File: src/rtl/dvdd_seq_pkg.sv
// Shared definitions for the DVDD supply sequencer: state encoding and default timing constants.
package dvdd_seq_pkg;

    typedef enum logic [2:0] {
        ST_OFF      = 3'd0,
        ST_DEBOUNCE = 3'd1,
        ST_ISO_REL  = 3'd2,
        ST_IO_ON    = 3'd3,
        ST_ON       = 3'd4
    } seq_state_e;

    localparam int unsigned DEB_CYCLES_DEF = 64;
    localparam int unsigned ISO_DLY_DEF    = 16;

endpackage : dvdd_seq_pkg

File: src/rtl/dvdd_seq_sync.sv
// Single-bit multi-flop synchronizer for asynchronous comparator flags; resets to 0.
module dvdd_seq_sync #(
    parameter int unsigned STAGES = 2
) (
    input  logic clk,
    input  logic rst_n,
    input  logic d,
    output logic q
);

    logic [STAGES-1:0] sync_q;
    logic [STAGES-1:0] sync_d;

    always_comb begin
        sync_d = {sync_q[STAGES-2:0], d};
    end

    always_ff @(posedge clk or negedge rst_n) begin
        if (!rst_n) begin
            sync_q <= '0;
        end else begin
            sync_q <= sync_d;
        end
    end

    assign q = sync_q[STAGES-1];

endmodule : dvdd_seq_sync

File: src/rtl/dvdd_supply_sequencer.sv
// Power-up / brown-out sequencer: debounce supply-good, release isolation, then enable pads.
// Optional brown-out event counter enabled with `define DVDD_SEQ_BROWNOUT_CNT_EN.
module dvdd_supply_sequencer
    import dvdd_seq_pkg::*;
#(
    parameter int unsigned SYNC_STAGES = 2,
    parameter int unsigned DEB_CYCLES  = DEB_CYCLES_DEF,
    parameter int unsigned ISO_DLY     = ISO_DLY_DEF,
    parameter int unsigned CNT_W       = 8
) (
    input  logic       CLK,
    input  logic       RSTN,
    input  logic       DVDD_OK,
    input  logic       VDD_OK,
    output logic       ISO_N,
    output logic       IO_EN,
    output logic       PWR_GOOD,
    output logic [2:0] STATE
`ifdef DVDD_SEQ_BROWNOUT_CNT_EN
    ,
    input  logic       BO_CLR,
    output logic [7:0] BO_COUNT
`endif
);

    localparam int unsigned CNT_MAX  = (1 << CNT_W) - 1;
    // Terminal counts clamp to the counter range so a misconfigured build still terminates.
    localparam int unsigned DEB_LAST = (DEB_CYCLES - 1 > CNT_MAX) ? CNT_MAX : DEB_CYCLES - 1;
    localparam int unsigned ISO_LAST = (ISO_DLY - 1 > CNT_MAX) ? CNT_MAX : ISO_DLY - 1;
    localparam logic [CNT_W-1:0] DEB_TERM = CNT_W'(DEB_LAST);
    localparam logic [CNT_W-1:0] ISO_TERM = CNT_W'(ISO_LAST);

    logic dvdd_ok_s;
    logic vdd_ok_s;
    logic ok_s;

    seq_state_e       state_q, state_d;
    logic [CNT_W-1:0] cnt_q, cnt_d;
    logic [CNT_W-1:0] cnt_inc;
    logic             iso_n_q, iso_n_d;
    logic             io_en_q, io_en_d;
    logic             pwr_good_q, pwr_good_d;

    dvdd_seq_sync #(.STAGES(SYNC_STAGES)) u_sync_dvdd (
        .clk   (CLK),
        .rst_n (RSTN),
        .d     (DVDD_OK),
        .q     (dvdd_ok_s)
    );

    dvdd_seq_sync #(.STAGES(SYNC_STAGES)) u_sync_vdd (
        .clk   (CLK),
        .rst_n (RSTN),
        .d     (VDD_OK),
        .q     (vdd_ok_s)
    );

    assign ok_s = dvdd_ok_s & vdd_ok_s;

    always_comb begin
        cnt_inc = (cnt_q == '1) ? cnt_q : cnt_q + 1'b1;
    end

    // Supply loss is tested first in every active state so it beats any terminal count.
    always_comb begin
        state_d = state_q;
        cnt_d   = cnt_q;
        case (state_q)
            ST_OFF: begin
                cnt_d = '0;
                if (ok_s) begin
                    state_d = ST_DEBOUNCE;
                end
            end
            ST_DEBOUNCE: begin
                if (!ok_s) begin
                    state_d = ST_OFF;
                    cnt_d   = '0;
                end else if (cnt_q == DEB_TERM) begin
                    state_d = ST_ISO_REL;
                    cnt_d   = '0;
                end else begin
                    cnt_d = cnt_inc;
                end
            end
            ST_ISO_REL: begin
                if (!ok_s) begin
                    state_d = ST_OFF;
                    cnt_d   = '0;
                end else if (cnt_q == ISO_TERM) begin
                    state_d = ST_IO_ON;
                    cnt_d   = '0;
                end else begin
                    cnt_d = cnt_inc;
                end
            end
            ST_IO_ON: begin
                cnt_d   = '0;
                state_d = ok_s ? ST_ON : ST_OFF;
            end
            ST_ON: begin
                cnt_d = '0;
                if (!ok_s) begin
                    state_d = ST_OFF;
                end
            end
            default: begin
                state_d = ST_OFF;
                cnt_d   = '0;
            end
        endcase
    end

    always_comb begin
        iso_n_d    = (state_d == ST_ISO_REL) || (state_d == ST_IO_ON) || (state_d == ST_ON);
        io_en_d    = (state_d == ST_IO_ON) || (state_d == ST_ON);
        pwr_good_d = (state_d == ST_ON);
    end

    always_ff @(posedge CLK or negedge RSTN) begin
        if (!RSTN) begin
            state_q    <= ST_OFF;
            cnt_q      <= '0;
            iso_n_q    <= 1'b0;
            io_en_q    <= 1'b0;
            pwr_good_q <= 1'b0;
        end else begin
            state_q    <= state_d;
            cnt_q      <= cnt_d;
            iso_n_q    <= iso_n_d;
            io_en_q    <= io_en_d;
            pwr_good_q <= pwr_good_d;
        end
    end

    assign ISO_N    = iso_n_q;
    assign IO_EN    = io_en_q;
    assign PWR_GOOD = pwr_good_q;
    assign STATE    = state_q;

`ifdef DVDD_SEQ_BROWNOUT_CNT_EN
    logic       bo_event;
    logic [7:0] bo_cnt_q, bo_cnt_d;

    assign bo_event = !ok_s &&
                      ((state_q == ST_ISO_REL) || (state_q == ST_IO_ON) || (state_q == ST_ON));

    always_comb begin
        bo_cnt_d = bo_cnt_q;
        if (BO_CLR) begin
            bo_cnt_d = '0;
        end else if (bo_event && (bo_cnt_q != '1)) begin
            bo_cnt_d = bo_cnt_q + 8'd1;
        end
    end

    always_ff @(posedge CLK or negedge RSTN) begin
        if (!RSTN) begin
            bo_cnt_q <= '0;
        end else begin
            bo_cnt_q <= bo_cnt_d;
        end
    end

    assign BO_COUNT = bo_cnt_q;
`endif

endmodule : dvdd_supply_sequencer

File: config.mk
export PLATFORM = sky130hd
export DESIGN_NAME = dvdd_supply_sequencer
export DESIGN_NICKNAME = d
export VERILOG_FILES = /design/src/rtl/dvdd_seq_pkg.sv /design/src/rtl/dvdd_seq_sync.sv /design/src/rtl/dvdd_supply_sequencer.sv
export SDC_FILE = /design/constraint.sdc
export NUM_CORES = 1
export LEC_CHECK = 0
export ABC_AREA = 1
export CAP_MARGIN = 20
export CORE_UTILIZATION = 48
export CTS_CLUSTER_SIZE = 20
export DETAILED_ROUTE_END_ITERATION = 8
export HOLD_SLACK_MARGIN = 0.08
export PLACE_DENSITY_LB_ADDON = 0.2
export RECOVER_POWER = 25
export SLEW_MARGIN = 20
export SYNTH_ARGS = -nofsm -noshare
export SYNTH_HDL_FRONTEND = slang
export SYNTH_SLANG_ARGS = --single-unit
File: constraint.sdc
create_clock -name CLK -period 3.5 [get_ports CLK]
set_clock_uncertainty 0.05 [all_clocks]
set_input_delay 0.7 -clock CLK [delete_from_list [all_inputs] [get_ports CLK]]
set_output_delay 0.7 -clock CLK [all_outputs]
set_load 0.005 [all_outputs]
### Word-level counts from Yosys, hierarchy flattened

Cells that the tools add are included.

| word-level totals | value |
|---|---|
| register bits after elaboration | 18 |
| input port bits | 4 |
| output and inout port bits | 6 |
| word-level logic and storage cells | 37 |

| cells by class | value |
|---|---|
| $add $sub $neg | 1 |
| equal/unequal tests | 10 |
| muxes and demuxes | 14 |
| bitwise logic cells | 1 |
| reduce and logical (&&, ||, !) cells | 4 |

Operator list:

| operator | number |
|---|---|
| $mux 8 | 5 |
| $mux 3 | 7 |
| $pmux 8 s2 | 1 |
| $pmux 3 s5 | 1 |
| $eq 3x2->1 const B | 4 |
| $add 8x1->8 const B | 1 |
| $eq 8x4->1 const B | 1 |
| $eq 8x6->1 const B | 1 |
| $eq 8x8->1 const B | 1 |
| $eq 3x3->1 const B | 2 |
| $eq 3x1->1 const B | 1 |
| $logic_not 3->1 | 1 |
| $logic_or 1x1->1 | 3 |
| $and 1x1->1 | 1 |

### Logic depth before layout (Yosys ltp)

| depth | value |
|---|---|
| word-level depth | 7 |
| mapped depth | 8 |
| gate-level depth less buffers | 8 |

### Modules after synthesis

From an unflattened synthesis, not the netlist that was laid out.

| unflattened totals | value |
|---|---|
| cell total of the unflattened synthesis | 108 |
| area, all modules | 880.8 sq um |

Modules (own cells, without submodules):

| module | instances | cells an instance | area an instance (sq um) | seq. area each (sq um) |
|---|---|---|---|---|
| dvdd_supply_sequencer | 1 | 104 | 780.7 | 350.3 |
| dvdd_seq_sync | 2 | 2 | 50.0 | 50.0 |

### Worst setup path after synthesis

Ideal clock, no wire load.

| timing path | value |
|---|---|
| path kind | register -> register |
| start | register cnt_q[0] |
| end | register cnt_q[7] |
| setup time | 0.116 ns |
| data arrival time | 1.149 ns |
| required time | 3.334 ns |
| path slack | 2.185 ns |
| cell stages (with the launch flop) | 9 |
| path buffers | 0 |
| period minus slack after synthesis | 1.315 ns |
| cell sequence | dfrtp_1 ha_1 nand2_2 nor2_2 nand3_2 nand2_2 nand2_4 nand2_2 nor2_1 |

| on the way | value |
|---|---|
| longest elaborated chain between the ends | 5 |
| elaborated cells on any way between the ends | 10 |
| those cells by class | add/sub (1); eq/ne (3); mux (6) |

RTL lines:

| what | line | source |
|---|---|---|
| from (decl) | dvdd_supply_sequencer.sv:38 | `logic [CNT_W-1:0] cnt_q, cnt_d;` |
| from (signal assigned) | dvdd_supply_sequencer.sv:129 | `cnt_q <= cnt_d;` |
| $add 8x1->8 or $eq 8x8->1 (tied branches) | dvdd_supply_sequencer.sv:61 | `cnt_inc = (cnt_q == '1) ? cnt_q : cnt_q + 1'b1;` |
| $mux 8 | dvdd_supply_sequencer.sv:61 |  |
| $mux 8 (on tied branches) | dvdd_supply_sequencer.sv:90, dvdd_supply_sequencer.sv:79 |  |
| $mux 8 (on tied branches) | dvdd_supply_sequencer.sv:87, dvdd_supply_sequencer.sv:76 |  |
| $pmux 8 s2 (*) | dvdd_supply_sequencer.sv:68 | `case (state_q)` |
| named net cnt_d[7] | dvdd_supply_sequencer.sv:38 |  |

The timed path passes the listed nets; every way through them passes the cells marked *.

### Final worst setup path

| timing path | value |
|---|---|
| start | register state_q[2] (netlist: STATE[2]) |
| end | output port STATE[2] |

RTL lines:

| what | line | source |
|---|---|---|
| from (decl) | dvdd_supply_sequencer.sv:37 | `seq_state_e state_q, state_d;` |
| from (signal assigned) | dvdd_supply_sequencer.sv:128 | `state_q <= state_d;` |
| to (decl) | dvdd_supply_sequencer.sv:18 | `output logic [2:0] STATE` |

No word-level cell between the ends.

==> flow_summary.json <==
{
  "status": "completed",
  "nets": 127,
  "grt_pass1_vias": 659,
  "wl_um": 1586,
  "syn-num-nets": 113,
  "synth_cells": 108,
  "path_delay_family": "buffers and inverters",
  "dieWidth_um": 44.84,
  "fillers": 157,
  "cts_tree": "yes",
  "crit_buf_inv": 1,
  "avgSynthCellArea_um2": 8.156,
  "synth_area_um2": 880.8,
  "start_util_pct": 51.01,
  "gr-usage-met1_pct": 24.09,
  "drtIter0Drc": 10,
  "yosys_register_bits": 18,
  "fp.dieH_um": 44.84,
  "coreArea_um2": 1727,
  "post_cts_resized": 0,
  "path_cells": "clkdlybuf4s50_1",
  "diodes": 0,
  "via_count": 715,
  "cts_inserted_buffers": 3,
  "drtAntennaViolNets": 0,
  "finalSetupViolCount": 0,
  "cts-root-buf": "clkbuf_4",
  "tns_ns": 0,
  "min_path_type": "flop to flop",
  "gp_congestion": 0.7934,
  "overflow": 0,
  "drc": 0,
  "clk_pin_slew_ns": 0.10,
  "arrival_ns": 1.26,
  "crit_path_start": "STATE[2]",
  "syn_to_final_growth_pct": 17.33,
  "cts_sinks": 18,
  "layout-drive-gt1-share_pct": 14.05,
  "r2r-start": "cnt_q[0]",
  "htreeDepth": 1,
  "worstSetupPathType": "flop to primary output",
  "power.density_nw_per_um2": 346.1,
  "grt_max_degree": 19,
  "postLayoutCoreUtil_pct": 59.86,
  "viasPerCell": 4.897,
  "busiest_layer": "met2",
  "period_needed_ns": 2.015,
  "numPortBuffers": 9,
  "cpMaxStageDelayCell": "clkdlybuf4s50_1",
  "fmax_ghz": 0.4963,
  "ioPinCount": 10,
  "p_leak_uw": 0.0005095,
  "clockBufferDepth": 2,
  "ys_types": 19,
  "die-area_um2": 2010,
  "reg2reg_depth": 6,
  "most-common-layout-cells": "nand2_1 (19), dfrtp_1 (18), nor2_1 (18)",
  "slowest_delay_ns": 0.53,
  "firstDrtPassIters": 4,
  "rsz0062_at_grt": "false",
  "grt_use_met2_pct": 31.47,
  "worstMarginPinSlew_ns": 0.7892,
  "reg2reg_setup_slack_ns": 2.02,
  "grt_usage_pct": 19.30,
  "cp_max_fo": 5,
  "hold_buffers": 0,
  "startpoint_type": "flop",
  "post_cts_buffers": 0,
  "clk_latency_ns": 0.29,
  "rows": 15,
  "min_period_over_period_pct": 57.57,
  "crit_end": "STATE[2]",
  "antenna_found_initial": 0,
  "reg2reg_to": "cnt_q[6]",
  "slew_headroom_pct": 47.21,
  "grt_pass1_wl_um": 2718,
  "hpwlAfterDp_um": 1177,
  "crit_required_ns": 2.75,
  "slew_viol_final": 0,
  "yosysSeqAreaShare_pct": 51.14,
  "yosys_warnings": 0,
  "end_kind": "primary output",
  "final_common_cell": "nand2_1",
  "wl_per_cell_um": 10.86,
  "maxCapViolCount": 0,
  "finalHoldViolCount": 0,
  "cp_num_cells": 1,
  "grt_use_met3_pct": 3.600,
  "irDropWorstVdd_v": 0.0002812
}
-- cells in the mapped netlist --
| master | n | area, um^2 |
|---|---|---|
| dfrtp_1 | 18 | 450.4 |
| a31oi_1 | 1 | 6.260 |
| inv_1 | 16 | 60.06 |
| inv_2 | 1 | 3.750 |
| o21ai_1 | 3 | 15.01 |
| nand2_1 | 19 | 71.32 |
| o21ai_0 | 5 | 25.02 |
| nor3_1 | 1 | 5.000 |
| nand3_2 | 2 | 20.02 |
| a21oi_1 | 2 | 10.01 |
| nor3_2 | 1 | 10.01 |
| nand2_4 | 1 | 11.26 |
| nor2_2 | 3 | 18.77 |
| nand4_1 | 3 | 18.77 |
| nor2_1 | 18 | 67.56 |
| o21ai_2 | 1 | 8.760 |
| nand2_2 | 5 | 31.28 |
| ha_1 | 1 | 12.51 |
| nand3_1 | 7 | 35.03 |
-- sequential cells by signal, indices dropped and copies added, names as in the netlist --
| signal | count |
|---|---|
| PWR_GOOD | 1 |
| cnt_q | 8 |
| STATE | 3 |
| IO_EN | 1 |
| u_sync_dvdd.sync_q | 2 |
| ISO_N | 1 |
| u_sync_vdd.sync_q | 2 |
-- per-stage QoR --
stage	instances	total power (uW)	hold WS [ns]	instance area, um^2	worst slack (ns)
5_1_grt	146	374.2	0.3251	1033	1.439
2_1_floorplan	108	225.3	0.2812	880.8	2.185
6_report	146	357.7	0.3091	1033	1.485
4_1_cts	146	363.6	0.3138	1039	1.469
3_3_place_gp	142	235.7	0.2817	1002	1.729
3_5_place_dp	142	236.3	0.2896	1002	1.710
-- per-layer routing --
metal  vias up  share of wire, %
met1       336                49
met5         -                 0
met2         9                47
met4         0               2.4
li1        366                 -
met3         4               2.1
-- worst min path at each step --
stage                               start                    end  slack, ns  depth (start not counted)
CTS                  u_sync_vdd.sync_q[0]   u_sync_vdd.sync_q[1]       0.31                          0
finish               u_sync_vdd.sync_q[0]   u_sync_vdd.sync_q[1]       0.31                          0
global route         u_sync_vdd.sync_q[0]   u_sync_vdd.sync_q[1]       0.33                          0
detailed placement   u_sync_vdd.sync_q[0]   u_sync_vdd.sync_q[1]       0.29                          0
floorplan           u_sync_dvdd.sync_q[0]  u_sync_dvdd.sync_q[1]       0.28                          0
global placement     u_sync_vdd.sync_q[0]   u_sync_vdd.sync_q[1]       0.28                          0
-- area by class of cell --
cell class	count	area, um^2	share of cell area [%]
sequential	18	450.4	43.58
timing repair buffer	9	90.09	8.717
clock buffer	4	36.28	3.511
multi-input combinational	73	361.6	34.99
inverter	17	63.81	6.174
tap	25	31.28	3.027
-- cell families after synthesis --
group / synth area share, %
AND/OR/NAND/NOR: 32.81
flip-flops: 51.14
buffers and inverters: 7.244
adder cells (fa/ha/maj): 1.420
AO/OA/AOI/OAI: 7.386
-- power breakdown --
part	internal (uW)	switching, uW	total [uW]
logic	6.51	12.0	18.5
clock network	63.4	63.1	126
registers	211	1.67	213
total	281	76.7	358
No activity file was read; power rests on OpenSTA's default activity.
